<file path="config.mk">
export PLATFORM = sky130hd
export DESIGN_NAME = yarp_wb_writer_flat
export DESIGN_NICKNAME = d
export VERILOG_FILES = /design/src/rtl/yarp_wb_writer_if.sv /design/src/rtl/yarp_wb_writer.sv /design/src/flat_wrapper.sv
export SDC_FILE = /design/constraint.sdc
export NUM_CORES = 1
export LEC_CHECK = 0
export ABC_AREA = 1
export BUFFER_PORTS_ARGS = -buffer_cell sky130_fd_sc_hd__buf_4
export CORE_ASPECT_RATIO = 1.25
export CORE_UTILIZATION = 35
export DETAILED_ROUTE_END_ITERATION = 8
export GPL_TIMING_DRIVEN = 0
export MAX_ROUTING_LAYER = met4
export PLACE_DENSITY = 0.62
export SLEW_MARGIN = 20
export SYNTH_ARGS = -nofsm -noshare
export SYNTH_HDL_FRONTEND = slang
export SYNTH_SLANG_ARGS = --single-unit
</file>
<file path="constraint.sdc">
create_clock -name clk -period 10.45 [get_ports clk]
set_input_delay 1.5675 -clock clk [delete_from_list [all_inputs] [get_ports clk]]
set_output_delay 1.5675 -clock clk [all_outputs]
set_load 0.03 [all_outputs]
</file>
<file path="src/rtl/yarp_wb_writer_if.sv">
// yarp_wb_writer_if: producer handshakes and register file write port of the writeback writer
interface yarp_wb_writer_if #(parameter int CNT_W = 16);
  logic             ex_valid_i;
  logic [4:0]       ex_rd_i;
  logic [31:0]      ex_data_i;
  logic             ex_ready_o;
  logic             ld_valid_i;
  logic [4:0]       ld_rd_i;
  logic [31:0]      ld_data_i;
  logic             ld_ready_o;
  logic [4:0]       rd_addr_o;
  logic             wr_en_o;
  logic [31:0]      wr_data_o;
  logic             busy_o;
  logic [CNT_W-1:0] wr_count_o;
  modport slave (
    input  ex_valid_i, ex_rd_i, ex_data_i, ld_valid_i, ld_rd_i, ld_data_i,
    output ex_ready_o, ld_ready_o, rd_addr_o, wr_en_o, wr_data_o, busy_o, wr_count_o
  );
  modport master (
    output ex_valid_i, ex_rd_i, ex_data_i, ld_valid_i, ld_rd_i, ld_data_i,
    input  ex_ready_o, ld_ready_o, rd_addr_o, wr_en_o, wr_data_o, busy_o, wr_count_o
  );
endinterface

</file>
<file path="src/rtl/yarp_wb_writer.sv">
// yarp_wb_writer: merges execute results and FIFO-buffered load returns into one register file write port
module yarp_wb_writer #(
  parameter int LD_DEPTH = 2,
  parameter int CNT_W    = 16
) (
  input logic              clk,
  input logic              reset,
  yarp_wb_writer_if.slave  bus
);
  localparam int PW = $clog2(LD_DEPTH);
  localparam int CW = PW + 1;
  logic [CW-1:0]    count_q, count_d;
  logic [PW-1:0]    rd_ptr_q, rd_ptr_d, wr_ptr_q, wr_ptr_d;
  logic [4:0]       fifo_rd_q [LD_DEPTH];
  logic [4:0]       fifo_rd_d [LD_DEPTH];
  logic [31:0]      fifo_data_q [LD_DEPTH];
  logic [31:0]      fifo_data_d [LD_DEPTH];
  logic [4:0]       rd_addr_q, rd_addr_d;
  logic [31:0]      wr_data_q, wr_data_d;
  logic             wr_en_q, wr_en_d;
  logic [CNT_W-1:0] wr_count_q, wr_count_d;
  logic             full, push, sel_ex, pop, sel;
  logic [4:0]       sel_rd;
  logic [31:0]      sel_data;
  // Arbitration: execute wins unless the load FIFO is full, in which case the head drains
  always_comb begin
    full        = count_q == CW'(LD_DEPTH);
    push        = bus.ld_valid_i & ~full;
    sel_ex      = bus.ex_valid_i & ~full;
    pop         = (count_q != '0) & ~sel_ex;
    sel         = sel_ex | pop;
    sel_rd      = sel_ex ? bus.ex_rd_i : fifo_rd_q[rd_ptr_q];
    sel_data    = sel_ex ? bus.ex_data_i : fifo_data_q[rd_ptr_q];
    fifo_rd_d   = fifo_rd_q;
    fifo_data_d = fifo_data_q;
    if (push) begin
      fifo_rd_d[wr_ptr_q]   = bus.ld_rd_i;
      fifo_data_d[wr_ptr_q] = bus.ld_data_i;
    end
    wr_ptr_d    = wr_ptr_q + PW'(push);
    rd_ptr_d    = rd_ptr_q + PW'(pop);
    count_d     = count_q + CW'(push) - CW'(pop);
    rd_addr_d   = sel ? sel_rd : rd_addr_q;
    wr_data_d   = sel ? sel_data : wr_data_q;
    wr_en_d     = sel & (sel_rd != 5'd0);
    wr_count_d  = wr_count_q + CNT_W'(wr_en_q);
  end
  // State registers; reset discards buffered loads and any pending write
  always_ff @(posedge clk or posedge reset) begin
    if (reset) begin
      count_q     <= '0;
      rd_ptr_q    <= '0;
      wr_ptr_q    <= '0;
      fifo_rd_q   <= '{default: '0};
      fifo_data_q <= '{default: '0};
      rd_addr_q   <= '0;
      wr_data_q   <= '0;
      wr_en_q     <= 1'b0;
      wr_count_q  <= '0;
    end else begin
      count_q     <= count_d;
      rd_ptr_q    <= rd_ptr_d;
      wr_ptr_q    <= wr_ptr_d;
      fifo_rd_q   <= fifo_rd_d;
      fifo_data_q <= fifo_data_d;
      rd_addr_q   <= rd_addr_d;
      wr_data_q   <= wr_data_d;
      wr_en_q     <= wr_en_d;
      wr_count_q  <= wr_count_d;
    end
  end
  assign bus.ex_ready_o = ~full;
  assign bus.ld_ready_o = ~full;
  assign bus.rd_addr_o  = rd_addr_q;
  assign bus.wr_data_o  = wr_data_q;
  assign bus.wr_en_o    = wr_en_q;
  assign bus.wr_count_o = wr_count_q;
  assign bus.busy_o     = (count_q != '0) | wr_en_q;
endmodule

</file>
<file path="src/flat_wrapper.sv">
// flat-port wrapper written by rule: the top's interface ports become plain ports
module yarp_wb_writer_flat 
#(
  parameter int LD_DEPTH = 2,
  parameter int CNT_W    = 16
)
  (clk, reset, bus_ex_valid_i, bus_ex_rd_i, bus_ex_data_i, bus_ld_valid_i, bus_ld_rd_i, bus_ld_data_i, bus_ex_ready_o, bus_ld_ready_o, bus_rd_addr_o, bus_wr_en_o, bus_wr_data_o, bus_busy_o, bus_wr_count_o);
  yarp_wb_writer_if #(.CNT_W(CNT_W)) bus_i ();
  input logic clk;
  input logic reset;
  input wire logic [$bits(bus_i.ex_valid_i)-1:0] bus_ex_valid_i;
  input wire logic [$bits(bus_i.ex_rd_i)-1:0] bus_ex_rd_i;
  input wire logic [$bits(bus_i.ex_data_i)-1:0] bus_ex_data_i;
  input wire logic [$bits(bus_i.ld_valid_i)-1:0] bus_ld_valid_i;
  input wire logic [$bits(bus_i.ld_rd_i)-1:0] bus_ld_rd_i;
  input wire logic [$bits(bus_i.ld_data_i)-1:0] bus_ld_data_i;
  output wire logic [$bits(bus_i.ex_ready_o)-1:0] bus_ex_ready_o;
  output wire logic [$bits(bus_i.ld_ready_o)-1:0] bus_ld_ready_o;
  output wire logic [$bits(bus_i.rd_addr_o)-1:0] bus_rd_addr_o;
  output wire logic [$bits(bus_i.wr_en_o)-1:0] bus_wr_en_o;
  output wire logic [$bits(bus_i.wr_data_o)-1:0] bus_wr_data_o;
  output wire logic [$bits(bus_i.busy_o)-1:0] bus_busy_o;
  output wire logic [$bits(bus_i.wr_count_o)-1:0] bus_wr_count_o;
  assign bus_i.ex_valid_i = bus_ex_valid_i;
  assign bus_i.ex_rd_i = bus_ex_rd_i;
  assign bus_i.ex_data_i = bus_ex_data_i;
  assign bus_i.ld_valid_i = bus_ld_valid_i;
  assign bus_i.ld_rd_i = bus_ld_rd_i;
  assign bus_i.ld_data_i = bus_ld_data_i;
  assign bus_ex_ready_o = bus_i.ex_ready_o;
  assign bus_ld_ready_o = bus_i.ld_ready_o;
  assign bus_rd_addr_o = bus_i.rd_addr_o;
  assign bus_wr_en_o = bus_i.wr_en_o;
  assign bus_wr_data_o = bus_i.wr_data_o;
  assign bus_busy_o = bus_i.busy_o;
  assign bus_wr_count_o = bus_i.wr_count_o;
  yarp_wb_writer #(.LD_DEPTH(LD_DEPTH), .CNT_W(CNT_W)) u_core (.clk(clk), .reset(reset), .bus(bus_i));
endmodule
</file>
---- Word-level counts from Yosys, hierarchy flattened ----
Index checks and enable logic that the tools add are counted.
storage, ports and cells
  flip-flop bits (word level) ............. 132
  input port bits ......................... 78
  logic and storage cells ................. 47
operators by class
  $add $sub $neg .......................... 5
  $lt $le $gt $ge ......................... 3
  equality and inequality tests ........... 1
  mux-type cells .......................... 14
  bitwise gates (word level) .............. 10
  reduce and logical (&&, ||, !) cells .... 3
operator list
  kind                                                         count
  two-way mux 32 bit                                           5
  bitwise mux 64 bit                                           1
  demux 32 bit (select 1 bit)                                  1
  two-way mux 5 bit                                            5
  adder 16 x 1 -> 16 bit                                       1
  bitwise mux 10 bit                                           1
  demux 5 bit (select 1 bit)                                   1
  nonzero test 5 bit                                           1
  AND 1 bit                                                    4
  >= comparator 2 bit (second input constant)                  2
  NOT 1 -> 2 bit                                               2
  adder 1 bit                                                  2
  adder 2 x 1 -> 2 bit                                         1
  == test 2 bit (second input constant)                        1
  less-than comparator 2 x 1 -> 1 bit (second input constant)  1
  NOT 1 bit                                                    2
  OR 1 bit                                                     2
  nonzero test 2 bit                                           1
  subtractor 2 x 1 -> 2 bit                                    1
  logical AND 1 bit                                            1

---- Longest topological paths before layout ----
  depth in word-level cells ............... 7
  gate-level depth with buffers ........... 9

---- Worst setup path before layout ----
Ideal clock, no wire load.
  path type ............................... input port to flip-flop
  start point ............................. input port bus_ld_valid_i
  end point ............................... register u_core.fifo_data_q[0] in the netlist's numbering
  library setup time ...................... 125 ps
  arrival ................................. 2796 ps
  required time ........................... 10325 ps
  slack ................................... 7529 ps
  cell stages on the path ................. 5
  cell sequence ........................... a21boi_0 > ha_1 > buf_2 > buf_2 > mux2_2
between the ends
  word-level cells in the longest chain between the ends .. 1
ends and longest elaborated chain
  element                 RTL line              source
  start: declaration      flat_wrapper.sv:14    input wire logic [$bits(bus_i.ld_valid_i)-1:0] bus_ld_valid_i;
  AND 1 bit               yarp_wb_writer.sv:28  push = bus.ld_valid_i & ~full;
  end signal: assignment  yarp_wb_writer.sv:65  fifo_data_q <= fifo_data_d;
  end: declaration        yarp_wb_writer.sv:16  logic [31:0] fifo_data_q [LD_DEPTH];
Every way passes these cells.
A chain may end at the register's enable or synchronous reset.

---- Worst setup path in the final report ----
  start point ............................. register u_core.count_q[1]
  end point ............................... output port bus_busy_o
between the ends
  word-level cells in the longest chain between the ends .. 2
ends and longest elaborated chain
  element                   RTL line              source
  start: declaration        yarp_wb_writer.sv:12  logic [CW-1:0] count_q, count_d;
  start signal: assignment  yarp_wb_writer.sv:61  count_q <= count_d;
  nonzero test 2 bit        yarp_wb_writer.sv:78  assign bus.busy_o = (count_q != '0) | wr_en_q;
  OR 1 bit                  yarp_wb_writer.sv:78
  end: declaration          flat_wrapper.sv:22    output wire logic [$bits(bus_i.busy_o)-1:0] bus_busy_o;
Every way passes these cells.

==> qor.txt <==
GR Overflow Total - 0
pre-CTS WS - 7.05 ns
post-DR wirelength/cell - 15.5 µm
Slew @ Worst Pin - 0.583 ns
category of the most critical setup path - reg -> out
layout net count - 812
Resized Gates After CTS - 0
mux cell area share after synthesis - 8.18%
FF-to-FF Start - u_core.count_q[0]
Synth Register Bits - 132
Antenna Violating Nets Remaining - 0
PwrDens - 328 nW/µm²
Post-CTS Hold Buffers - 0
worst hold path class - reg -> reg
Post-CTS Repair Setup Buffers - 0
adder-cell share of the synthesized area - 1.08%
FF-to-FF End - u_core.fifo_data_q[49]
setup violators final - 0
Worst Setup EP - bus_busy_o
drt first pass iters - 4
CP arrival - 1.38 ns
worst-case reg-to-reg path depth - 8
Distinct cells, synth - 28
crit start category - flop
vias in the first global route - 4849
combinational fraction of design power - 39.7%
DIE WIDTH - 117 µm
Async SR Flop Fraction - 100%
row count - 52
Mapped Cells - 575
Crit-path slowest cell - dfrtp_1
clock share of power - 25.5%
diode count - 0
DR DRC count - 0
synthesized area - 5780 µm²
sequential power share - 34.7%
placed standard-cell area - 7090 µm²
Syn Nets - 658
crit path from - u_core.count_q[1]
clk root buf - clkbuf_16
Tmin final - 2.95 ns
maximum buffer depth of the clock tree - 2
largest family of logic cells by synthesized area - simple AND/OR/NAND/NOR gates
Synth Flop Type - dfrtp_1
post-route cell area - 7730 µm²
Port Buffers - 134
worst setup margin - 7.50 ns
CP max stage delay - 0.45 ns
clock buffer count from CTS - 17
via count - 4602
status - finished clean
Max Fclk - 339 MHz
area share of and/or/nand/nor cells after synthesis - 16.5%
clock insertion delay at the later pin of the skew report - 0.41 ns
Post-synth EDFFs - 0
H-tree level count - 4
initial core utilization - 35.7%
Final Cycle Share - 28.2%
global-route wire length before repair - 24.2 mm
RSZ-0062 raised after global routing - false
RD Place Congestion - 0.799
Max VDD drop - 0.113 mV
TritonCTS clock tree - built
clock-pin slew on the worst setup and hold paths - 0.05 ns
Synth Area in Compound Gates - 8.47%
flop2flop setup slack - 8.23 ns
Core Region - 16200 µm²
post-DP HPWL - 10.7 mm
Die Ht - 146 µm
Crit Path Max Fanout - 4
clock sinks - 132
Area Growth Syn to Fin - 33.8%
initial antenna violation count - 0
Iteration-0 DRC Markers - 273
Worst Skew - 0.00733 ns
Vias/cell - 4.81
Int Pwr - 1.58 mW
fin. max-slew vios - 0
largest net degree at the start of global routing - 68
max cap viols - 0
critical path capture point type - output pin
GRT Overall Usage - 19.3%
Routed Wire Length - 14.8 mm
warning count from the yosys run - 0
Slew HR - 60.7%
Net Switching - 954 µW
Syn Area/Cell - 10.1 µm²
Hold Vio Cnt, Final - 0
LEAKAGE - 3.73 nW
Total Die Area - 17000 µm²
CP required - 8.88 ns
Sw Ratio - 37.6%
post-synthesis xor/xnor area fraction - 2.42%
setup_tns - 0 ns
sequential-to-total area share from yosys stat - 57.2%
layout cell share with drive strength beyond 1 - 32.1%
I/O pins - 135
CP cell instances - nor2_4, nand2_1, buf_4
cells by family after synthesis:
logic type | after synthesis
AOI/OAI and AO/OA | 76
and+or+nand+nor | 227
buffers and inverters | 77
xor gates and xnor gates | 16
adders and majority gates | 5
muxes | 42
DFF | 132
cell usage after synthesis (2+ instances only):
cell type	count	area share, %
clkbuf_1	8	0.52
a21oi_1	5	0.43
dfrtp_1	132	57
o21ai_0	33	2.9
inv_1	44	2.9
buf_6	6	1.2
inv_4	3	0.32
nand2_1	163	11
buf_1	2	0.13
buf_2	12	1.0
nor2_1	17	1.1
nand3_1	38	3.3
nand2_4	2	0.39
a31oi_1	5	0.54
xor2_1	12	1.8
mux2_2	42	8.2
ha_1	5	1.1
o211ai_2	4	0.87
nor3_1	3	0.26
xnor2_1	4	0.61
o211ai_1	28	3.6
state kept, by name (all words and copies together), names as in the netlist:
name	count
u_core.bus.rd_addr_o	5
u_core.bus.wr_count_o	16
u_core.count_q	2
u_core.fifo_rd_q	10
u_core.wr_ptr_q	1
u_core.fifo_data_q	64
u_core.bus.wr_data_o	32
u_core.rd_ptr_q	1
u_core.bus.wr_en_o	1
cell usage in the layout (no fill, tap or decap), types with 12 or more instances in the layout:
cell       instances
buf_2             12
buf_4            135
clkbuf_1          12
clkbuf_16         17
dfrtp_1          132
inv_1             43
mux2_2            42
nand2_1          163
nand3_1           38
nor2_1            17
o211ai_1          28
o21ai_0           33
xor2_1            12
critical path, delay by kind of cell, from the launching register on:
kind | cells | cell delay, ns
simple gates | 2 | 0.34
buf+inv | 1 | 0.17
flops | 1 | 0.45
worst min path at each step:
stage                               from                        end  slack (ns)  depth (start not counted)
2_1_floorplan        u_core.fifo_rd_q[5]        u_core.fifo_rd_q[5]        0.48                          1
3_3_place_gp   u_core.bus.wr_count_o[15]  u_core.bus.wr_count_o[15]        0.46                          1
3_5_place_dp   u_core.bus.wr_count_o[15]  u_core.bus.wr_count_o[15]        0.46                          1
4_1_cts        u_core.bus.wr_count_o[15]  u_core.bus.wr_count_o[15]        0.48                          1
5_1_grt        u_core.bus.wr_count_o[15]  u_core.bus.wr_count_o[15]        0.51                          1
6_report       u_core.bus.wr_count_o[15]  u_core.bus.wr_count_o[15]        0.47                          1
stage by stage:
stage | power [mW] | hold WS, ns | utilization (%) | cells
6_report | 2.54 | 0.471 | 47.7 | 957
5_1_grt | 2.69 | 0.514 | 47.7 | 957
4_1_cts | 2.56 | 0.475 | 47.7 | 957
3_5_place_dp | 1.90 | 0.462 | 43.8 | 926
3_3_place_gp | 1.86 | 0.460 | 43.6 | 925
2_1_floorplan | 1.54 | 0.481 | - | 575
routing by layer:
metal	track usage (%)	up-vias	share of wire, %
li1	-	2187	-
met1	22.6	2276	42
met2	32.5	121	52
met3	3.54	18	3.7
met4	7.53	0	1.9
met5	-	-	0
cell type report:
type,instances,area (µm²)
inverters,48,195
clock inverters,8,174
plain buffers,29,173
multi-input cells,366,2120
flip-flops and latches,132,3300
well taps,216,270
fillers,1504,8470
clock buffers,23,468
repair buffers,135,1030
power groups by stage:
stage	combinational [mW]	sequential [mW]	clock (mW)
6_report	1.01	0.881	0.648
5_1_grt	1.11	0.907	0.679
4_1_cts	1.02	0.881	0.657
3_5_place_dp	1.02	0.888	0
3_3_place_gp	0.987	0.874	0
2_1_floorplan	0.514	1.03	0
No activity file was read; power rests on OpenSTA's default activity.
